===== src/rtl/pc_redirect_unit.sv =====
// Program counter owner: issues fetches and redirects on EX-stage control flow.
// Squashes wrong-path fetches for FLUSH_CYCLES cycles and traps misaligned targets.
module pc_redirect_unit #(
  parameter logic [31:0] RESET_PC     = 32'h0000_0000,
  parameter logic [31:0] TRAP_VEC     = 32'h0000_0100,
  parameter int unsigned FLUSH_CYCLES = 2
) (
  input  logic        clk,
  input  logic        rst,
  input  logic        stall,
  input  logic        fetch_ready,
  output logic        fetch_valid,
  output logic [31:0] fetch_pc,
  input  logic        ex_valid,
  input  logic        ex_is_branch,
  input  logic        ex_is_jal,
  input  logic        ex_is_jalr,
  input  logic        ex_branch_taken,
  input  logic [31:0] ex_pc,
  input  logic [31:0] ex_imm,
  input  logic [31:0] ex_rs1,
  output logic        redirect,
  output logic [31:0] redirect_pc,
  output logic        flush,
  output logic        misalign_trap,
  output logic [31:0] trap_tval
);

  typedef enum logic {
    RUN   = 1'b0,
    FLUSH = 1'b1
  } state_e;

  localparam logic [2:0] CNT_INIT = 3'(FLUSH_CYCLES - 1);

  state_e      state_q, state_d;
  logic [31:0] pc_q, pc_d;
  logic [2:0]  cnt_q, cnt_d;
  logic        redir_q, redir_d;
  logic [31:0] rpc_q, rpc_d;
  logic        trap_q, trap_d;
  logic [31:0] tval_q, tval_d;

  logic        taken;
  logic [31:0] tgt;

  assign taken = ex_valid &
    (ex_is_jalr | ex_is_jal | (ex_is_branch & ex_branch_taken));

  // jalr wins over jal/branch; bit0 of a jalr target is always cleared
  assign tgt = ex_is_jalr ? ((ex_rs1 + ex_imm) & ~32'h1)
                          : (ex_pc + ex_imm);

  assign fetch_valid   = ~rst & (state_q == RUN) & ~stall;
  assign fetch_pc      = pc_q;
  assign flush         = (state_q == FLUSH);
  assign redirect      = redir_q;
  assign redirect_pc   = rpc_q;
  assign misalign_trap = trap_q;
  assign trap_tval     = tval_q;

  always_comb begin
    state_d = state_q;
    pc_d    = pc_q;
    cnt_d   = cnt_q;
    redir_d = 1'b0;
    rpc_d   = rpc_q;
    trap_d  = 1'b0;
    tval_d  = tval_q;
    unique case (state_q)
      RUN: begin
        if (taken) begin
          state_d = FLUSH;
          cnt_d   = CNT_INIT;
          if (tgt[1:0] == 2'b00) begin
            pc_d    = tgt;
            redir_d = 1'b1;
            rpc_d   = tgt;
          end else begin
            pc_d   = TRAP_VEC;
            trap_d = 1'b1;
            tval_d = tgt;
          end
        end else if (~stall & fetch_ready) begin
          pc_d = pc_q + 32'd4;
        end
      end
      FLUSH: begin
        if (cnt_q == 3'd0) begin
          state_d = RUN;
        end else begin
          cnt_d = cnt_q - 3'd1;
        end
      end
      default: state_d = RUN;
    endcase
  end

  always_ff @(posedge clk) begin
    if (rst) begin
      state_q <= RUN;
      pc_q    <= RESET_PC;
      cnt_q   <= 3'd0;
      redir_q <= 1'b0;
      rpc_q   <= 32'h0;
      trap_q  <= 1'b0;
      tval_q  <= 32'h0;
    end else begin
      state_q <= state_d;
      pc_q    <= pc_d;
      cnt_q   <= cnt_d;
      redir_q <= redir_d;
      rpc_q   <= rpc_d;
      trap_q  <= trap_d;
      tval_q  <= tval_d;
    end
  end

endmodule


===== config.mk =====
export PLATFORM = sky130hd
export DESIGN_NAME = pc_redirect_unit
export DESIGN_NICKNAME = d
export VERILOG_FILES = /design/src/rtl/pc_redirect_unit.sv
export SDC_FILE = /design/constraint.sdc
export NUM_CORES = 1
export LEC_CHECK = 0
export ABC_AREA = 1
export BUFFER_PORTS_ARGS = -buffer_cell sky130_fd_sc_hd__buf_4
export CAP_MARGIN = 10
export CORE_ASPECT_RATIO = 0.9
export CORE_MARGIN = 10
export CORE_UTILIZATION = 56
export DETAILED_ROUTE_END_ITERATION = 10
export PLACE_DENSITY = 0.82
export SYNTH_ARGS = -nofsm -noshare
export SYNTH_HDL_FRONTEND = slang
export SYNTH_SLANG_ARGS = --single-unit

===== constraint.sdc =====
create_clock -name clk -period 2.9 [get_ports clk]
set_clock_uncertainty 0.2 [all_clocks]
set_input_delay 0.58 -clock clk [delete_from_list [all_inputs] [get_ports clk]]
set_output_delay 0.58 -clock clk [all_outputs]
set_load 0.02 [all_outputs]

==> results.txt <==
----------------------------------------------------
[Status]
  Status ... finished, final reports clean

[Drt]
  Count of nets left with antenna violations after detail routing ... 0
  Number of vias in the routed layout ... about 11k
  Ratio of routed vias to standard cells ... 5.57
  Detailed Route Iter0 Violations ... between 1k and 1.5k
  TritonRoute pass-1 iters ... 6
  Drt total wl ... 34.6 mm
  Average detailed-routed wire length per instance ... between 15 and 20 um
  Post-detailed-route DRC marker count ... 0

[Die]
  Core Region ... roughly 0.016 mm2
  Starting utilization of the core area ... 57.5%
  Die outline area ... about 0.022 mm2
  Count of boundary I/O pins ... 205
  Vertical extent of the die ... between 100 and 150 um
  Row cnt ... 44
  Horizontal extent of the die ... between 150 and 200 um

[Placement]
  Pre-CTS setup slack ... about 43 ps
  Detailed Place HPWL ... ~28 mm
  Port Buf Inserts ... between 200 and 250
  Cell count after placement ... between 2k and 2.5k
  Final GP Congestion ... 0.993

[Layout]
  Fillcell total ... ~1.6k
  Area added between synthesis and finish ... 23.9%
  Number of nets in the final layout ... between 2k and 2.5k
  Fraction of final layout cells sized beyond drive strength 1 ... 14.9%
  Layout Cells excl Fill ... around 2.1k
  Antenna diodes ... 0
  Area of combinational cells with multiple inputs ... 0.00612 mm2
  Storage element area ... approximately 0.002 mm2

[Yosys]
  Ranking of synthesized cells by instance count ... sky130_fd_sc_hd__nand2_1 (497), sky130_fd_sc_hd__inv_1 (259), sky130_fd_sc_hd__nand3_1 (172)
  Post-synthesis average cell area ... 5.74 um2
  Proportion of netlist area held by the largest area contributor ... 21.9%
  Number of synthesized register bits ... just over 100
  Post-synthesis cell area ... just over 0.009 mm2
  Yosys top cell by area ... sky130_fd_sc_hd__dfxtp_1
  Syn Nets ... ~1.8k
  Async set or reset register ratio after synthesis ... 0%
  Top post-synthesis cells by area ... sky130_fd_sc_hd__dfxtp_1 (22%), sky130_fd_sc_hd__nand2_1 (20%), sky130_fd_sc_hd__inv_1 (10%), sky130_fd_sc_hd__nand3_1 (9.2%), sky130_fd_sc_hd__ha_1 (8.6%)
  Sequential area share after synthesis ... 21.9%
  Number of distinct standard cells referenced by the synthesized netlist ... between 40 and 50
  Mapped Cells ... 1627
  Most instantiated library cell after synthesis ... sky130_fd_sc_hd__nand2_1
  Ys Warns ... 0
  Number of synthesized flops with an enable pin ... 0
  Synth Flop Type ... sky130_fd_sc_hd__dfxtp_1

[Global routing]
  Global-route wire length before repair ... between 50 and 60 mm
  GRT Resource Usage Total ... 29.6%
  Pin count of the biggest net entering global routing ... 35
  Initial antenna violation count ... 0
  GRT overflow ... 0
  Number of global-route vias before repair ... approximately 10k

[Worst setup path]
  Required @ worst endpoint ... approximately 3000 ps
  Largest stage delay on the critical path ... roughly 470 ps
  Endpoint class of the critical path ... register
  Critical path cell sequence ... buf_4 > inv_1 > fa_1 > inv_1 > nand2_1 > o21ai_1 > nand2_1 > nand2_1 > nand3_1 > nand3_1 > nand2_1 > nand3_1 > nand3_1 > a21oi_1
  Data arrival, critical path ... around 2600 ps
  Maximum fanout along the worst path ... 4
  Critical path startpoint category ... primary input
  Worst setup path class ... primary input to register
  Slowest stage cell, crit path ... sky130_fd_sc_hd__fa_1

[Power]
  Post-route total power ... between 4 and 5 mW
  Leak Pwr ... around 6.4 nW
  Pwr Density ... approximately 430 mW/mm2
  Worst vdd rail ir drop ... between 0.3 and 0.4 mV

[CTS]
  Quantity of hold-fixing buffers added after cts ... 0
  CTS tree ... yes
  Number of post-CTS setup repair buffers ... 0
  Number of instances resized during post-cts repair ... 0
  Number of H-tree branching levels ... 3
  CTS buffer count ... 9
  Clock root buffer master ... sky130_fd_sc_hd__clkbuf_16
  Deepest clock path buffer count ... 2
  Insertion delay to the later sink of the worst-skew pair ... approximately 350 ps
  Clock transition at the registers of the reported paths ... 70 ps
  Clock net sink count ... 102

[Timing]
  Minimum hold slack ... between 200 and 250 ps
  Minimum period implied by the final worst setup slack ... between 2000 and 3000 ps
  Number of failing hold endpoints at the final stage ... 0
  Peak Freq ... about 400 MHz
  Transition time at the pin with the least slew margin ... 776 ps
  Part of the cycle the worst path needs ... between 80% and 90%
  Post-Route Setup TNS ... 0 ps
  Max Slew Vio Count ... 0
  Count of final setup violators ... 0
  RSZ-0062 raised after global routing ... false
  Min setup slack post-route ... ~370 ps
  Worst slew margin relative to its limit ... 47.6%

[Job]
  Max-cap violations ... 0

[Hold path]
  Path class of the lowest-slack min-delay path ... register to register

----------------------------------------------------
## critical path, delay by kind of cell
| family | cells | cell delay, ps |
|---|---|---|
| buf+inv | 3 | 270 |
| simple gates | 8 | 860 |
| fa+ha+maj | 1 | 470 |
| compound gates | 2 | 430 |
## cell type report
| class | count | share of cell area, % |
|---|---|---|
| Clock buffer | 11 | 2.10 |
| Clock inverter | 5 | 0.552 |
| Inverter | 265 | 8.62 |
| Multi-Input combinational cell | 1221 | 52.9 |
| Sequential cell | 102 | 17.7 |
| Tap cell | 207 | 2.24 |
| Timing Repair Buffer | 240 | 15.9 |
## power breakdown
part           total [mW]  internal, mW  switching [mW]
Clock                1.26         0.702           0.562
Sequential           1.66          1.53           0.129
Combinational        2.07         0.766            1.30
Total                4.99          2.99            1.99
## cells in the final DEF, fill, tap and decap left out, types with 18 or more instances in the layout
cell	netlist	routed
sky130_fd_sc_hd__nor3_1	22	22
sky130_fd_sc_hd__a21oi_1	119	118
sky130_fd_sc_hd__ha_1	64	64
sky130_fd_sc_hd__o21ai_0	89	89
sky130_fd_sc_hd__inv_1	259	258
sky130_fd_sc_hd__nor2_1	136	136
sky130_fd_sc_hd__dfxtp_1	102	102
sky130_fd_sc_hd__nand2_1	497	497
sky130_fd_sc_hd__nand3_1	172	172
sky130_fd_sc_hd__xor2_1	18	18
sky130_fd_sc_hd__buf_4	4	237
## flip-flops by register name, summed over array words and instances, names as in the netlist
name / cells
fetch_pc: 32
redirect_pc: 32
trap_tval: 32
cnt_q: 3
flush: 1
misalign_trap: 1
redirect: 1
## cell families (layout without fill, tap and decap cells)
family                   after synthesis  after routing  synth area share [%]
AND/OR/NAND/NOR                      857            857                  38.2
buffers and inverters                304            521                  12.6
XOR/XNOR                              31             31                  2.91
flip-flops                           102            102                  21.9
AO/OA/AOI/OAI                        267            267                  15.4
adder cells (fa/ha/maj)               66             66                  9.00
## routing by layer
layer	global-route usage (%)	up-vias	part of all wire (%)
met5	0	-	0
met4	7.20	0	2.1
met3	6.23	49	11
met2	47.5	642	45
met1	39.5	5100	42
li1	-	5631	-
## metrics by stage
stage               instance area [um2]  utilization, %
floorplan                          9340               -
global placement                  11300            69.3
detailed placement                11300            69.3
CTS                               11600            71.2
global route                      11600            71.2
finish                            11600            71.2
## path summary, 6_finish.rpt
kind	start	to	slack [ps]	depth (start not counted)
max	ex_imm[1]	fetch_pc[24]	370	14
min	redirect_pc[1]	redirect_pc[1]	250	2
max reg2reg	fetch_pc[3]	fetch_pc[24]	630	10
min reg2reg	redirect_pc[1]	redirect_pc[1]	250	2
Note: power is estimated with default switching activity, not from simulation.
